`config.mk`:
```
export PLATFORM = sky130hd
export DESIGN_NAME = write_through_register_file
export DESIGN_NICKNAME = d
export VERILOG_FILES = /design/src/rtl/write_through_register_file.sv
export SDC_FILE = /design/constraint.sdc
export NUM_CORES = 2
export LEC_CHECK = 0
export BUFFER_PORTS_ARGS = -buffer_cell sky130_fd_sc_hd__buf_2
export CAP_MARGIN = 15
export CORE_MARGIN = 5
export CORE_UTILIZATION = 60
export DETAILED_ROUTE_END_ITERATION = 10
export PLACE_DENSITY = 0.78
export RECOVER_POWER = 50
export REMOVE_ABC_BUFFERS = 1
export SLEW_MARGIN = 20
export SYNTH_ARGS = -nofsm -noshare
export SYNTH_HDL_FRONTEND = slang
export SYNTH_SLANG_ARGS = --single-unit
```
`constraint.sdc`:
```
create_clock -name clk -period 101.9 [get_ports clk]
set_input_delay 20.38 -clock clk [delete_from_list [all_inputs] [get_ports clk]]
set_output_delay 20.38 -clock clk [all_outputs]
set_load 0.01 [all_outputs]
```
`src/rtl/write_through_register_file.sv`:
```
// Multi-port register file with write-through reads and prioritised write ports.
// Define GRF_WRITE_LOG_EN to print a commit log in simulation.
`timescale 1ns/1ps

module write_through_register_file #(
  parameter int unsigned          DATA_SIZE     = 32,
  parameter int unsigned          ADDR_SIZE     = 5,
  parameter int unsigned          READ_PORTS    = 3,
  parameter int unsigned          WRITE_PORTS   = 2,
  parameter logic [DATA_SIZE-1:0] INITIAL_VALUE = '0,
  parameter int unsigned          ZERO_REG      = 1
) (
  input  logic                              clk,
  input  logic                              reset,
  input  logic [READ_PORTS*ADDR_SIZE-1:0]   read_addr,
  output logic [READ_PORTS*DATA_SIZE-1:0]   read_data,
  input  logic [WRITE_PORTS-1:0]            write_enable,
  input  logic [WRITE_PORTS*ADDR_SIZE-1:0]  write_addr,
  input  logic [WRITE_PORTS*DATA_SIZE-1:0]  write_data,
  input  logic [WRITE_PORTS*32-1:0]         write_pc
);

  localparam int DEPTH   = 1 << ADDR_SIZE;
  localparam bit ZERO_EN = (ZERO_REG != 0);

  logic [DATA_SIZE-1:0]   r_mem [DEPTH];
  logic [WRITE_PORTS-1:0] w_writeLive;
  logic [DATA_SIZE-1:0]   w_readVal;

  // A write to entry 0 is dropped entirely when it is hardwired, so it never bypasses.
  always_comb begin
    w_writeLive = '0;
    for (int w = 0; w < int'(WRITE_PORTS); w++) begin
      w_writeLive[w] = write_enable[w] &&
                       !(ZERO_EN && (write_addr[w*ADDR_SIZE +: ADDR_SIZE] == '0));
    end
  end

  // Ascending port order lets the highest-index port's assignment land last on a collision.
  always_ff @(posedge clk or posedge reset) begin
    if (reset) begin
      for (int i = 0; i < DEPTH; i++) begin
        r_mem[i] <= (ZERO_EN && (i == 0)) ? '0 : INITIAL_VALUE;
      end
    end else begin
      for (int w = 0; w < int'(WRITE_PORTS); w++) begin
        if (w_writeLive[w]) begin
          r_mem[write_addr[w*ADDR_SIZE +: ADDR_SIZE]] <= write_data[w*DATA_SIZE +: DATA_SIZE];
        end
      end
    end
  end

  always_comb begin
    read_data = '0;
    w_readVal = '0;
    for (int r = 0; r < int'(READ_PORTS); r++) begin
      w_readVal = r_mem[read_addr[r*ADDR_SIZE +: ADDR_SIZE]];
      if (!reset) begin
        for (int w = 0; w < int'(WRITE_PORTS); w++) begin
          if (w_writeLive[w] &&
              (write_addr[w*ADDR_SIZE +: ADDR_SIZE] == read_addr[r*ADDR_SIZE +: ADDR_SIZE])) begin
            w_readVal = write_data[w*DATA_SIZE +: DATA_SIZE];
          end
        end
      end
      if (ZERO_EN && (read_addr[r*ADDR_SIZE +: ADDR_SIZE] == '0)) begin
        w_readVal = '0;
      end
      read_data[r*DATA_SIZE +: DATA_SIZE] = w_readVal;
    end
  end

`ifdef GRF_WRITE_LOG_EN
  logic [WRITE_PORTS-1:0] w_logShow;

  // Only the write that actually lands in an entry is logged.
  always_comb begin
    w_logShow = w_writeLive;
    for (int w = 0; w < int'(WRITE_PORTS); w++) begin
      for (int v = w + 1; v < int'(WRITE_PORTS); v++) begin
        if (w_writeLive[v] &&
            (write_addr[v*ADDR_SIZE +: ADDR_SIZE] == write_addr[w*ADDR_SIZE +: ADDR_SIZE])) begin
          w_logShow[w] = 1'b0;
        end
      end
    end
  end

  always @(posedge clk) begin
    if (!reset) begin
      for (int w = 0; w < int'(WRITE_PORTS); w++) begin
        if (w_logShow[w]) begin
          $display("@%08h: $%02d <= %08h", write_pc[w*32 +: 32],
                   write_addr[w*ADDR_SIZE +: ADDR_SIZE], write_data[w*DATA_SIZE +: DATA_SIZE]);
        end
      end
    end
  end
`else
  logic w_unusedPc;
  assign w_unusedPc = ^write_pc;
`endif

endmodule

```
[Yosys cells after proc, flatten, opt, wreduce, memory -nomap -nowiden]
Index checks and enable logic that the tools add are counted.
Storage, ports and cells
  logic and storage cells: 96
  bits of input ports: 157
  register bits: 1024
  output and inout bits: 96
Operators by class
  equal/unequal tests: 6
  reduce and logical (&&, ||, !) cells: 17
  mux-type cells: 29
  order comparisons: 7
  bitwise gates (word level): 5
Operators with widths (number)
  $bwmux W1024: 2
  $mux W1024: 2
  $mux W32: 20
  $bmux W32 S5: 3
  $demux W32 S5: 2
  $eq A5 B5 Y1: 6
  $ge A6 B6 Y1 const B: 5
  $not A5 Y6: 5
  $logic_not A5 Y1: 5
  $lt A6 B1 Y1 const B: 2
  $logic_and A1 B1 Y1: 10
  $logic_not A1 Y1: 2

[Logic depth before layout (Yosys ltp)]
  word-level depth: 9
  mapped depth: 10
  mapped depth without buffers: 6

[Worst setup path before layout]
No wires, ideal clock.
  path type: input -> output
  start: in reset
  end: out read_data[85]
  data arrival time: 44871 ps
  setup slack: 36649 ps
  cell stages on the path: 4
  required time: 81520 ps
  path buffers: 1
  path through: inv_1 > nand2_1 > buf_2 > o22ai_1
Between the ends
  longest elaborated chain between the ends: 2
RTL lines
  start: declaration: line 14  | input logic reset,
  $mux W32: line 59  | if (!reset) begin
  $mux W32: line 67  | if (ZERO_EN && (read_addr[r*ADDR_SIZE +: ADDR_SIZE] == '0)) begin
  end: declaration: line 16  | output logic [READ_PORTS*DATA_SIZE-1:0] read_data,
No other way between the ends.

[Worst setup path in the final report]
  start: in reset
  end: out read_data[69]
Same word-level chain as after synthesis.

==> reports/metrics.sh <==
ASYNC_FLOP_SHARE_PCT=100
CTS.REPORTEDPATHS.CLKPINSLEW_PS=60
NUMBER_OF_ANTENNA_VIOLATIONS_AT_THE_FIRST_CHECK_IN_GLOBAL_ROUTING=12
DR_WL_CELL_UM=35.8
CP.BUFFERS_INVERTERS=5
BIGGESTREGSBYFLOPS='r_mem x1024'
POSTROUTEWIRELENGTH_UM=284000
NUM_VIAS=63200
FINALHOLDWORSTSLACK_PS=422
CTS_SETUP_BUFFERS=0
ANTENNA_LEFT=0
SYNTH-SEQ-AREA-SHARE_PCT=35.5
CRIT-REG2REG-LAUNCH='r_mem[933]$_DFF_PP0_'
TIGHTESTPINTRANSITION_PS=9860
SYN-INSTANCE-COUNT=6672
DETAIL_ROUTED_VIA_COUNT_PER_CELL=7.97
FMAX_GHz=0.0193
INITIAL_STANDARD_CELL_UTILIZATION_OF_THE_CORE_PCT=60.3
REPORT.FINAL.SETUP_VIOL=0
WORST-SETUP-PATH-TYPE='in2out'
CHIP_HEIGHT_UM=357
CTS_HOLD_REPAIR.BUFFERS=0
POWER_PER_CELL_AREA_nW_PER_UM2=19.5
HPWL_UM=150000
GRT_START_MAX_NET_PINS=181
FINAL_CELL_MIX='mux2i_1, dfrtp_1, a21oi_1'
CTS_ROOT_BUFFER='clkbuf_16'
YS_FF_LATCH=1024
MIN_PATH_TYPE='reg2reg'
VIOLATED_CHECKS='max-capacitance violations, max-slew violations'
CORE_UM2=120000
FLOORPLAN.DIE_AREA_UM2=127000
MAX_STAGE_DELAY_PS=4510
CTS_TREE='built'
MAPPEDNETLISTAREA_UM2=72100
TIMING_HOLD_VIOLATIONS_FINAL=0
YS_DOMINANT_REG_CELL='dfrtp_1'
GRT_SETUP_UNREPAIRED='no'
MIN_DELAY_PATH_DEPTH=0
PORT_BUFFERS=188
CTS-HTREE-LEVELS=3
VDD_DROP_MAX_V=0.0000157
WORSTSKEWPAIRLATENCY_PS=720
SYNTH_LARGEST_AREA_CELL='dfrtp_1'
NUMBER_OF_GLOBAL_ROUTE_VIAS_BEFORE_REPAIR=61400
WORST_PATH_SLOWEST_CELL='clkbuf_1'
MAXSLEWVIOLCOUNT=1833
CRITICAL_PATH.CELL_CHAIN='buf_2 -> clkinvlp_2 -> clkbuf_1 -> nand2_2 -> buf_4 -> o22ai_1 -> buf_2'
FLOORPLAN.IO_PINS=253
DRCVIOLATIONCOUNT=0
POWER_LEAKAGE_nW=31.1
CRITICAL_PATH.STARTPOINT_TYPE='primary input'
LARGEST-REGISTER='r_mem'
TIMING.MAX_CAP.VIOLATIONS=31
ROUTABILITY_CONGESTION_ESTIMATE_FROM_GLOBAL_PLACEMENT=0.910
CLOCK_SINK_COUNT=1024
SYN_AREA_PER_CELL_UM2=10.8
AREA_GROWTH_PCT=5.51
TIMING.FINAL.CRIT_SHARE_PCT=50.8
YS.WARNINGS.COUNT=0
SYNTH_AREA_LEADERS='dfrtp_1, mux4_2, mux2i_1'
GLOBAL_ROUTE.USAGE.TOTAL_PCT=43.8
LARGEST_REGISTER_FF_COUNT=1024
SYNTH-EDFF-COUNT=0
CP.REQUIRED_PS=81520
CRITICAL_PATH.TOP_DELAY_FAMILY='buffers and inverters'
PLACEMENT_ROWS=127
FINAL.MIN_CLOCK_PERIOD_PS=51750
CRITICAL_PATH_PEAK_FANOUT=108
MOSTFREQUENTLAYOUTCELL='mux2i_1'
CLOCK_TREE_BUF_DEPTH=3
TIMING.CRITICAL_PATH.ARRIVAL_PS=31370
DRIVE_ABOVE_1_SHARE_PCT=19.9
FIN_SETUP_TNS_PS=0
GRT-OVFL-TOTAL=0
GRT_PASS1_WL_UM=409000
MAX_SLEW_MARGIN_PCT=-557
POSTCTSRESIZEDCELLS=0
HP_START='r_mem[1003]$_DFF_PP0_'
WORSTHOLDENDPOINT='r_mem[1003]$_DFF_PP0_'
CTS_INSERTED_BUFFERS=113
FP.DIEW_UM=357
DRT_PRE_ANTENNA_ITERS=7
FIRST_ITER_VIOLATIONS=12100
FINCLKSKEW_PS=0
NUMNETS_FINAL=6365
OUTCOME='finished with violations'
WORST_R2R_ENDPOINT='r_mem[933]$_DFF_PP0_'
MOST_FREQUENT_CELL_ON_THE_CRITICAL_PATH='buf_2'
RRSETUPSLACK_PS=100900
SYNTH_CELL_TYPE_COUNT=47
SYNTH_TOP_AREA_SHARE_PCT=35.5
RR_WORST_DEPTH=2
WORST_SETUP_PATH_END_KIND='output port'
## per-stage QoR
step	cell area (um^2)	utilization [%]	setup slack [ps]	total power [mW]	instances
6_report	76100	63.6	50150	1.48	7926
4_1_cts	76300	63.8	57390	1.46	7914
3_3_place_gp	72500	60.6	57450	1.01	7703
5_1_grt	76100	63.6	48770	1.53	7915
2_1_floorplan	68000	-	28690	0.896	5788
3_5_place_dp	72500	60.6	57400	1.04	7704
## worst register-to-register path, stage by stage (launching register included)
cell	delay (ps)
dfrtp_1	400
mux2i_1	190
a21oi_1	120
## how the worst max path moves through the flow
stage	startpoint	end	slack (ps)	depth (start not counted)
detailed placement	read_addr[10]	read_data[67]	57400	9
CTS	read_addr[10]	read_data[67]	57390	9
global placement	read_addr[10]	read_data[67]	57450	9
floorplan	reset	read_data[64]	28690	3
finish	reset	read_data[69]	50150	7
global route	reset	read_data[69]	48770	7
## synth_stat cells, types with 3 or more instances
master / count
a211oi_1: 63
a21o_1: 31
a21oi_1: 768
a22o_1: 31
a22oi_1: 127
buf_1: 105
buf_2: 181
buf_4: 70
buf_6: 41
clkbuf_1: 482
clkbuf_4: 5
dfrtp_1: 1024
inv_1: 3
mux2i_1: 1119
mux4_2: 705
nand2_1: 331
nand2b_1: 6
nand3_1: 7
nand3b_1: 11
nand4_1: 9
nand4b_1: 3
nor2_1: 669
nor2_2: 6
nor2b_1: 42
nor3_1: 4
nor3b_1: 4
nor4_1: 3
nor4_4: 5
o21ai_0: 282
o21ai_1: 7
o221ai_1: 31
o22ai_1: 382
o31ai_2: 4
or3b_2: 4
or4_1: 64
xnor2_1: 18
xor2_1: 12
## layer usage
layer / global-route usage (%) / share of wire [%]
met4: 34.1 / 10
met5: 0.377 / 0.029
met3: 19.1 / 17
met1: 53.1 / 31
met2: 61.3 / 41
## where the power goes
group          internal (mW)  switching, mW  leakage, nW
clock network          0.245          0.183         1.87
logic                  0.233          0.190         16.8
registers              0.514          0.116         12.4
total                  0.992          0.489         31.1
## kinds of logic (layout without fill, tap and decap cells)
family / after synthesis / count (layout) / synth area share [%]
buf+inv: 887 / 518 / 5.75
mux: 1825 / 1825 / 37.6
simple gates: 1177 / 1177 / 7.00
compound gates: 1729 / 1729 / 13.8
xor+xnor: 30 / 30 / 0.364
flops: 1024 / 1024 / 35.5
other cells: 0 / 11 / 0
## final cells by class
cell class | instances | area, um^2
Fill cell | 9040 | 43500
Multi-Input combinational cell | 4761 | 42800
Sequential cell | 1024 | 25600
Timing Repair Buffer | 305 | 1860
Clock buffer | 174 | 3430
Tap cell | 1612 | 2020
Inverter | 3 | 12.5
Antenna cell | 11 | 27.5
Clock inverter | 36 | 358
Power figures use the tool's default switching activity.
